--- src/rtl/pipe_stage_skid.sv ---
// pipe_stage_skid
//   Registered pipeline stage boundary with a two-entry skid buffer. Carries
//   {ctrl, idx, data} from an upstream valid/ready producer to a downstream
//   valid/ready consumer. Back-pressure is absorbed by the SKID slot, so
//   in_ready is a plain flop with no combinational path from out_ready.
//
// Ports
//   clk, rst_n        clock, asynchronous active-low reset
//   flush             synchronous kill of every held entry
//   in_valid/in_ready upstream handshake (in_ready registered)
//   in_ctrl/idx/data  incoming entry payload
//   out_valid/ready   downstream handshake
//   out_ctrl/idx/data presented entry payload (MAIN slot)
//   occupancy         number of held entries, 0..2
module pipe_stage_skid #(
    parameter int DATA_W = 32,
    parameter int CTRL_W = 7,
    parameter int IDX_W  = 3
) (
    input  logic              clk,
    input  logic              rst_n,
    input  logic              flush,
    input  logic              in_valid,
    output logic              in_ready,
    input  logic [CTRL_W-1:0] in_ctrl,
    input  logic [IDX_W-1:0]  in_idx,
    input  logic [DATA_W-1:0] in_data,
    output logic              out_valid,
    input  logic              out_ready,
    output logic [CTRL_W-1:0] out_ctrl,
    output logic [IDX_W-1:0]  out_idx,
    output logic [DATA_W-1:0] out_data,
    output logic [1:0]        occupancy
);
    localparam int ENT_W = CTRL_W + IDX_W + DATA_W;

    // Encoding doubles as the occupancy count.
    typedef enum logic [1:0] {
        EMPTY = 2'd0,
        ONE   = 2'd1,
        FULL  = 2'd2
    } state_t;

    state_t           state, state_nxt;
    logic             ready_q;
    logic [ENT_W-1:0] main_q, skid_q, in_ent;
    logic             accept, drain;
    logic             main_ld_in, main_ld_skid, skid_ld;

    assign in_ent = {in_ctrl, in_idx, in_data};
    assign accept = in_valid & ready_q;
    assign drain  = out_valid & out_ready;

    always_comb begin
        state_nxt    = state;
        main_ld_in   = 1'b0;
        main_ld_skid = 1'b0;
        skid_ld      = 1'b0;
        case (state)
            EMPTY: begin
                if (accept) begin
                    main_ld_in = 1'b1;
                    state_nxt  = ONE;
                end
            end
            ONE: begin
                if (accept && drain) begin
                    main_ld_in = 1'b1;
                end else if (accept) begin
                    skid_ld   = 1'b1;
                    state_nxt = FULL;
                end else if (drain) begin
                    state_nxt = EMPTY;
                end
            end
            FULL: begin
                if (drain) begin
                    main_ld_skid = 1'b1;
                    state_nxt    = ONE;
                end
            end
            default: state_nxt = EMPTY;
        endcase
        // Flush wins: the offered entry is dropped and MAIN keeps its old
        // payload, so a killed entry never shows up on out_*.
        if (flush) begin
            state_nxt    = EMPTY;
            main_ld_in   = 1'b0;
            main_ld_skid = 1'b0;
            skid_ld      = 1'b0;
        end
    end

    always_ff @(posedge clk or negedge rst_n) begin
        if (!rst_n) begin
            state   <= EMPTY;
            ready_q <= 1'b1;
            main_q  <= '0;
            skid_q  <= '0;
        end else begin
            state   <= state_nxt;
            // Ready is computed from the next state so it is a clean flop.
            ready_q <= (state_nxt != FULL);
            if (main_ld_in)        main_q <= in_ent;
            else if (main_ld_skid) main_q <= skid_q;
            if (skid_ld)           skid_q <= in_ent;
        end
    end

    assign in_ready                      = ready_q;
    assign out_valid                     = (state != EMPTY);
    assign occupancy                     = 2'(state);
    assign {out_ctrl, out_idx, out_data} = main_q;

endmodule

--- config.mk ---
export PLATFORM = sky130hd
export DESIGN_NAME = pipe_stage_skid
export DESIGN_NICKNAME = d
export VERILOG_FILES = /design/src/rtl/pipe_stage_skid.sv
export SDC_FILE = /design/constraint.sdc
export NUM_CORES = 1
export LEC_CHECK = 0
export BUFFER_PORTS_ARGS = -buffer_cell sky130_fd_sc_hd__buf_2
export CAP_MARGIN = 20
export CORE_ASPECT_RATIO = 0.9
export CORE_MARGIN = 4
export CORE_UTILIZATION = 55
export CTS_CLUSTER_SIZE = 25
export DETAILED_ROUTE_END_ITERATION = 8
export GPL_ROUTABILITY_DRIVEN = 0
export GPL_TIMING_DRIVEN = 0
export HOLD_SLACK_MARGIN = 0.06
export PLACE_DENSITY = 0.82
export SLEW_MARGIN = 20
export SYNTH_ARGS = -nofsm -noshare
export SYNTH_HDL_FRONTEND = slang
export SYNTH_SLANG_ARGS = --single-unit
--- constraint.sdc ---
create_clock -name clk -period 3.41 [get_ports clk]
set_input_delay 0 -clock clk [delete_from_list [all_inputs] [get_ports clk]]
set_output_delay 0 -clock clk [all_outputs]
set_load 0.02 [all_outputs]
## Word level (Yosys, flattened, before mapping)

Index checks and enable logic that the tools add are counted.

| storage, ports and cells | value |
|---|---|
| bits in registers | 87 |
| output and inout port bits | 46 |
| logic and storage cells | 32 |

| operators by class | value |
|---|---|
| eq/ne operators | 3 |
| multiplexer cells | 19 |
| bitwise gates (word level) | 2 |
| reductions and logical operators | 4 |

Operators with widths:

| operator | count |
|---|---|
| 42-bit two-way mux | 2 |
| 2-bit two-way mux | 6 |
| 1-bit two-way mux | 9 |
| 2-bit case mux with 3 select lines | 1 |
| 2-bit nonzero test | 2 |
| 1-bit bitwise AND | 2 |
| 2-bit by 1-bit equality test with 1-bit output, second input constant | 1 |
| 2-bit equality test, second input constant | 1 |
| 2-bit logical NOT | 1 |
| 2-bit != test, second input constant | 1 |
| 1-bit case mux with 2 select lines | 1 |
| 1-bit logical AND | 1 |

## Depth between registers and ports, before layout

Gate-level depths: netlist of run 1.

| depth | value |
|---|---|
| word-level depth | 8 |
| mapped depth | 6 |

## Least setup slack after synthesis of run 1

No wires, ideal clock.

| timing path | value |
|---|---|
| kind | register -> register |
| start | register ready_q (netlist: in_ready) |
| end | register main_q[0] |
| library setup time | 0.137 ns |
| data arrival time | 1.673 ns |
| required time | 3.273 ns |
| path slack | 1.600 ns |
| stages on the path, launching flop included | 7 |
| cell sequence | dfstp_2 -> nand2_1 -> or4_1 -> buf_4 -> buf_6 -> mux2i_1 -> a21oi_1 |

| on the way | value |
|---|---|
| word-level cells in the longest chain between the ends | 6 |
| elaborated cells between the ends (all ways) | 8 |
| those cells by class | mux: 5; bitwise: 1; reduce/logical: 2 |

RTL lines:

| item | RTL line | source |
|---|---|---|
| from (decl) | 45 | `logic ready_q;` |
| from (signal assigned) | 103 | `ready_q <= (state_nxt != FULL);` |
| 1-bit bitwise AND (*) | 51 | `assign accept = in_valid & ready_q;` |
| 1-bit logical AND | 67 | `if (accept && drain) begin` |
| 1-bit two-way mux | 67 |  |
| 1-bit case mux with 2 select lines (*) | 59 | `case (state)` |
| 1-bit two-way mux (*) | 86 | `if (flush) begin` |
| 42-bit two-way mux or 2-bit nonzero test (tied branches) | -- |  |
| to (signal assigned) | 104 | `if (main_ld_in) main_q <= in_ent;` |
| to (signal assigned) | 105 | `else if (main_ld_skid) main_q <= skid_q;` |
| to (decl) | 46 | `logic [ENT_W-1:0] main_q, skid_q, in_ent;` |

Every way passes the cells marked *; elsewhere a longest branch is shown, timed or not.
A chain may end at the register's enable or synchronous reset.

## Final worst setup path of run 1

| timing path | value |
|---|---|
| start | register state[1] (netlist: occupancy[1]) |
| end | register main_q[41] |

| on the way | value |
|---|---|
| word-level cells in the longest chain between the ends | 7 |
| elaborated cells between the ends (all ways) | 14 |
| those cells by class | eq/ne: 2; mux: 7; bitwise: 1; reduce/logical: 4 |

RTL lines:

| item | RTL line | source |
|---|---|---|
| from (decl) | 44 | `state_t state, state_nxt;` |
| from (signal assigned) | 101 | `state <= state_nxt;` |
| 2-bit nonzero test | 111 | `assign out_valid = (state != EMPTY);` |
| 1-bit bitwise AND | 52 | `assign drain = out_valid & out_ready;` |
| 1-bit logical AND | 67 |  |
| 1-bit two-way mux | 67 |  |
| 1-bit case mux with 2 select lines | 59 |  |
| 1-bit two-way mux | 86 |  |
| 42-bit two-way mux or 2-bit nonzero test (tied branches) | -- |  |

Parallel ways exist; a longest one is shown, timed or not.

==> results.sh, run 1 <==
export IMPL_power_total_mw=2.99
export IMPL_worst_r2r_endpoint="main_q[41]"
export IMPL_fmax_mhz=522
export IMPL_finalSetupViolCount=0
export IMPL_routed_wl_um=8500
export IMPL_fin_crit_ps=1920
export IMPL_die_area_sq_um=8050
export IMPL_cp_slowest_cell="dfrtp_1"
export IMPL_synth_cell_types=26
export IMPL_p_seq_frac=0.485
export IMPL_p_int_mw=2.06
export IMPL_final_antenna_net_count=0
export IMPL_grt_pass1_wl_um=14200
export IMPL_cts_tree="yes"
export IMPL_worst_slew_pin_slew_ps=510
export IMPL_drt_iter0_drc=105
export IMPL_rsz0062_at_grt="false"
export IMPL_critPathLaunchType="flop"
export IMPL_end_kind="flop"
export IMPL_synth_seq_cells=87
export IMPL_skew_ps=5.35
export IMPL_htree_levels=3
export IMPL_syn_area_sq_um=3670
export IMPL_combPwrFrac=0.281
export IMPL_grt_max_degree=54
export IMPL_fin_crit_sh=0.562
export IMPL_dp_cells=471
export IMPL_grt_overflow_total=0
export IMPL_grt_pass1_vias=2963
export IMPL_clkLatencyLatePin_ps=350
export IMPL_yosysWarnings=0
export IMPL_port_buffers=92
export IMPL_reg2reg_from="occupancy[1]"
export IMPL_layout_common_cells="buf_2, dfrtp_1, dlygate4sd3_1"
export IMPL_num_fill_cells=433
export IMPL_crit_required_ps=3610
export IMPL_fp_row_count=27
export IMPL_syn_num_nets=338
export IMPL_hold_violations=0
export IMPL_dp_hpwl_um=5480
export IMPL_post_cts_buffers=0
export IMPL_hp_class="input port to async pin"
export IMPL_io_pins=93
export IMPL_drive_above_1_share=0.368
export IMPL_status="complete, no violations"
export IMPL_path_class="flop to flop"
export IMPL_cts_buffers=9
export IMPL_antenna_found_initial=0
export IMPL_cts_resized=0
export IMPL_num_antenna_cells=0
export IMPL_syn_to_final_growth_pct=34.1
export IMPL_async_reset_ff_frac=1.00
export IMPL_vias=2779
export IMPL_cp_cell_sequence="nand4b_1, a31oi_2, clkbuf_1, a21oi_1"
export IMPL_firstDrtPassIters=4
export IMPL_power_leakage_nw=2.49
export IMPL_path_clk_slew_ps=80
export IMPL_clk_path_buf_depth=2
export IMPL_syn_inst=291
export IMPL_clkSinkCount=87
export IMPL_drc=0
export IMPL_powerDensity_nw_per_um2=608
export IMPL_synth_edf_count=0
export IMPL_die_h_um=85.5
export IMPL_switching_share=0.313
export IMPL_nets=488
export IMPL_synth_ff_type="dfrtp_1"
export IMPL_yosys_area_top_type="dfrtp_1"
export IMPL_worst_r2r_setup_slack_ps=1490
export IMPL_final_common_cell="buf_2"
export IMPL_stdcell_count=533
export IMPL_viasPerCell=5.21
export IMPL_synth_top_cell_area_share=0.586
export IMPL_max_vdd_ir_drop_v=0.000437
export IMPL_arrival_ps=2120
export IMPL_synthTopCellsByArea="dfrtp_1, mux2_2, mux2i_1"
export IMPL_ys_seq_area_frac=0.593
export IMPL_relSlewSlack=0.660
export IMPL_crit_fanout=10
export IMPL_ff2ff_path_depth=4
export IMPL_power_frac_clock=0.234
export IMPL_cap_violations=0
export IMPL_start_util=0.584
export IMPL_power_switching_mw=0.936
export IMPL_maxSlewViolCount=0
export IMPL_synth_avg_cell_area_sq_um=12.6
export IMPL_core_area_sq_um=6280
export IMPL_clockRootBuffer="clkbuf_8"
export IMPL_setup_tns_ps=0
export IMPL_die_width_um=94.1
export IMPL_grt_usage=0.226
export IMPL_max_stage_delay_ps=470
export IMPL_wl_per_cell_um=15.9
export IMPL_ctsHoldBuffers=46
[Yosys cell counts (3+ instances only)]
| cell | instances |
|---|---|
| buf_6 | 4 |
| dfrtp_1 | 86 |
| mux2_2 | 42 |
| mux2i_1 | 42 |
| a21oi_1 | 42 |
| buf_2 | 8 |
| nand2_1 | 3 |
| nor2_1 | 43 |
| clkbuf_1 | 4 |
[power by group through the flow]
| stage | Clock [mW] | Sequential, mW | Combinational [mW] |
|---|---|---|---|
| detailed placement | 0 | 1.47 | 0.798 |
| floorplan | 0 | 1.59 | 0.383 |
| CTS | 0.718 | 1.45 | 0.842 |
| finish | 0.700 | 1.45 | 0.841 |
| global route | 0.762 | 1.48 | 0.925 |
| global placement | 0 | 1.45 | 0.764 |
[layer usage]
metal / routed length (um) / vias up / global-route usage
met5: 0 / - / 0
met4: 80 / 0 / 0.0551
met3: 439 / 10 / 0.0526
met2: 4400 / 82 / 0.395
met1: 3580 / 1374 / 0.286
li1: - / 1313 / -
[logic make-up after synthesis]
family / share of synthesized area
flops: 0.593
mux: 0.243
simple gates: 0.0651
compound gates: 0.0678
buf+inv: 0.0303
[sequential cells by signal, indices dropped and copies added, names as in the netlist]
name       count
in_ready       1
skid_q        42
main_q        42
occupancy      2
[critical path, delay by kind of cell (launching register included)]
family / cells / cell delay [ps]
compound gates: 2 / 600
buf+inv: 1 / 460
flops: 1 / 470
simple gates: 1 / 230
[how the worst max path moves through the flow]
stage                             from          to  slack, ps
after floorplan               in_ready   main_q[0]       1600
after global placement        in_ready  main_q[10]       1560
after detailed placement  occupancy[1]  main_q[41]       1490
after CTS                 occupancy[1]  main_q[41]       1470
after global routing      occupancy[1]  main_q[16]       1350
final                     occupancy[1]  main_q[41]       1490
[area by class of cell]
| cell class | count | area (sq um) | area share |
|---|---|---|---|
| repair buffers | 139 | 951 | 0.193 |
| plain buffers | 17 | 108 | 0.0219 |
| clock inverters | 3 | 42.5 | 0.00864 |
| multi-input cells | 186 | 1380 | 0.281 |
| flip-flops and latches | 87 | 2180 | 0.443 |
| clock buffers | 13 | 149 | 0.0302 |
| inverters | 1 | 3.75 | 0.000763 |
| well taps | 87 | 109 | 0.0221 |
[through the flow]
stage	util	hold slack [ps]	worst slack, ps	area, sq um
after global placement	0.675	226	1560	4240
after global routing	0.783	172	1350	4920
final	0.783	146	1490	4920
after floorplan	-	-296	1600	3670
after detailed placement	0.680	-11.2	1490	4270
after CTS	0.783	149	1470	4920
Note: power is estimated with default switching activity, not from simulation.
==> run 2, diff against run 1 <==
--- a/config.mk
+++ b/config.mk
@@ -5,17 +5,18 @@
 export SDC_FILE = /design/constraint.sdc
 export NUM_CORES = 1
 export LEC_CHECK = 0
+export ABC_AREA = 1
 export BUFFER_PORTS_ARGS = -buffer_cell sky130_fd_sc_hd__buf_2
 export CAP_MARGIN = 20
 export CORE_ASPECT_RATIO = 0.9
 export CORE_MARGIN = 4
-export CORE_UTILIZATION = 55
+export CORE_UTILIZATION = 54
 export CTS_CLUSTER_SIZE = 25
 export DETAILED_ROUTE_END_ITERATION = 8
 export GPL_ROUTABILITY_DRIVEN = 0
 export GPL_TIMING_DRIVEN = 0
 export HOLD_SLACK_MARGIN = 0.06
-export PLACE_DENSITY = 0.82
+export PLACE_DENSITY = 0.8
 export SLEW_MARGIN = 20
 export SYNTH_ARGS = -nofsm -noshare
 export SYNTH_HDL_FRONTEND = slang
==> constraint.sdc (replaced) <==
create_clock -name clk -period 2 [get_ports clk]
set_input_delay 0 -clock clk [delete_from_list [all_inputs] [get_ports clk]]
set_output_delay 0 -clock clk [all_outputs]
set_load 0.02 [all_outputs]
==> results.sh, run 2 <==
export IMPL_status="complete, no violations"
export IMPL_max_stage_delay_ps=550
export IMPL_synth_ff_type="dfrtp_1"
export IMPL_fp_row_count=29
export IMPL_num_antenna_cells=0
export IMPL_fin_crit_ps=1740
export IMPL_core_area_sq_um=7180
export IMPL_start_util=0.566
export IMPL_arrival_ps=1970
export IMPL_powerDensity_nw_per_um2=871
export IMPL_drive_above_1_share=0.198
export IMPL_final_common_cell="nand2_1"
export IMPL_finalSetupViolCount=0
export IMPL_fin_crit_sh=0.868
export IMPL_maxSlewViolCount=0
export IMPL_cp_slowest_cell="dfstp_2"
export IMPL_grt_usage=0.249
export IMPL_synth_common_cells="nand2_1, nand3_1, dfrtp_1, inv_1, o21ai_1"
export IMPL_dp_cells=703
export IMPL_post_cts_buffers=0
export IMPL_grt_pass1_wl_um=18200
export IMPL_nets=714
export IMPL_cp_cell_sequence="nand2_1, nor2_4, nand3_1, buf_2, buf_2, nand2_1, o21ai_1"
export IMPL_hp_class="input port to async pin"
export IMPL_die_h_um=90.3
export IMPL_worst_slew_pin_slew_ps=555
export IMPL_synthTopCellsByArea="dfrtp_1, nand2_1, nand3_1"
export IMPL_stdcell_count=765
export IMPL_power_switching_mw=1.55
export IMPL_die_width_um=99.4
export IMPL_relSlewSlack=0.630
export IMPL_firstDrtPassIters=5
export IMPL_viasPerCell=5.19
export IMPL_path_class="flop to flop"
export IMPL_skew_ps=12.5
export IMPL_final_antenna_net_count=0
export IMPL_ff2ff_path_depth=7
export IMPL_switching_share=0.335
export IMPL_crit_fanout=10
export IMPL_synth_avg_cell_area_sq_um=7.86
export IMPL_synth_seq_cells=87
export IMPL_routed_wl_um=10600
export IMPL_fmax_mhz=576
export IMPL_path_clk_slew_ps=80
export IMPL_syn_area_sq_um=4060
export IMPL_cap_violations=0
export IMPL_syn_inst=517
export IMPL_p_seq_frac=0.509
export IMPL_num_fill_cells=557
export IMPL_async_reset_ff_frac=1.00
export IMPL_synth_most_common_cell="nand2_1"
export IMPL_vias=3974
export IMPL_worst_r2r_setup_slack_ps=260
export IMPL_port_buffers=92
export IMPL_clk_path_buf_depth=2
export IMPL_grt_max_degree=47
export IMPL_io_pins=93
export IMPL_clockRootBuffer="clkbuf_8"
export IMPL_end_kind="flop"
export IMPL_syn_to_final_growth_pct=30.1
export IMPL_critPathLaunchType="flop"
export IMPL_cts_tree="yes"
export IMPL_synth_top_cell_area_share=0.530
export IMPL_synth_edf_count=0
export IMPL_htree_levels=3
export IMPL_syn_num_nets=564
export IMPL_synth_cell_types=18
export IMPL_layout_common_cells="nand2_1, buf_2, nand3_1"
export IMPL_clkLatencyLatePin_ps=370
export IMPL_drc=0
export IMPL_wl_per_cell_um=13.9
export IMPL_ys_seq_area_frac=0.536
export IMPL_yosysWarnings=0
export IMPL_power_leakage_nw=2.80
export IMPL_final_util=0.736
export IMPL_die_area_sq_um=8980
export IMPL_power_frac_clock=0.228
export IMPL_rsz0062_at_grt="false"
export IMPL_worst_r2r_endpoint="skid_q[34]"
export IMPL_grt_pass1_vias=3869
export IMPL_dp_hpwl_um=6920
export IMPL_cts_buffers=9
export IMPL_combPwrFrac=0.263
export IMPL_crit_required_ps=2240
export IMPL_hold_violations=0
export IMPL_reg2reg_from="in_ready"
export IMPL_antenna_found_initial=0
export IMPL_clkSinkCount=87
export IMPL_setup_tns_ps=0
export IMPL_yosys_area_top_type="dfrtp_1"
export IMPL_p_int_mw=3.06
export IMPL_grt_overflow_total=0
export IMPL_max_vdd_ir_drop_v=0.000588
export IMPL_drt_iter0_drc=152
## run 2: cells by family after synthesis
group,after synthesis,synth area share
AND/OR/NAND/NOR,220,0.236
buffers and inverters,123,0.121
flip-flops,87,0.536
AO/OA/AOI/OAI,87,0.107
## run 2: worst max path at each step
stage | startpoint | slack, ps | endpoint
6_report | in_ready | 260 | skid_q[34]
5_1_grt | in_ready | 140 | skid_q[19]
4_1_cts | in_ready | 300 | skid_q[19]
3_5_place_dp | in_ready | 320 | skid_q[35]
3_3_place_gp | rst_n | 200 | main_q[35]
2_1_floorplan | in_ready | 480 | skid_q[17]
## run 2: cell type report
type                    instances  area (sq um)  area share
clock buffers                  12           135      0.0256
flip-flops and latches         87          2180       0.412
repair buffers                139           951       0.180
clock inverters                 4          22.5     0.00426
inverters                      88           330      0.0625
plain buffers                  35           160      0.0303
multi-input cells             307          1400       0.264
well taps                      93           116      0.0220
## run 2: per-stage QoR
stage               setup slack [ps]  cell area (sq um)  total power [mW]  hold slack [ps]
detailed placement               316               4670              3.51             27.9
CTS                              301               5290              4.63              199
global route                     144               5290              4.92              206
global placement                 203               4640              3.45              259
floorplan                        478               4060              3.09             -296
finish                           263               5290              4.61              174
## run 2: worst max-delay path, delay by kind of cell, from the launching register on
family | cells | cell delay [ps]
buf+inv | 2 | 430
compound gates | 1 | 90
flops | 1 | 550
simple gates | 4 | 560
## run 2: what timing repair did
| item | CTS | global route |
|---|---|---|
| setup endpoints to repair | 0 | 0 |
| hold buffers | 46 | 0 |
| resized for setup | 0 | 0 |
| hold endpoints to repair | 128 | 0 |
## run 2: routing by layer
| layer | routed length [um] | up-vias | track usage | share of wire |
|---|---|---|---|---|
| met5 | 0 | - | 0 | 0 |
| met1 | 4590 | 1864 | 0.326 | 0.43 |
| met3 | 695 | 32 | 0.0703 | 0.065 |
| met2 | 5030 | 154 | 0.399 | 0.47 |
| li1 | - | 1924 | - | - |
| met4 | 304 | 0 | 0.0796 | 0.029 |
## run 2: power groups by stage
stage               clock [mW]  combinational, mW  sequential, mW
floorplan                    0              0.537            2.55
finish                    1.05               1.21            2.34
detailed placement           0               1.14            2.37
global route              1.15               1.38            2.39
global placement             0               1.09            2.35
CTS                       1.08               1.21            2.34
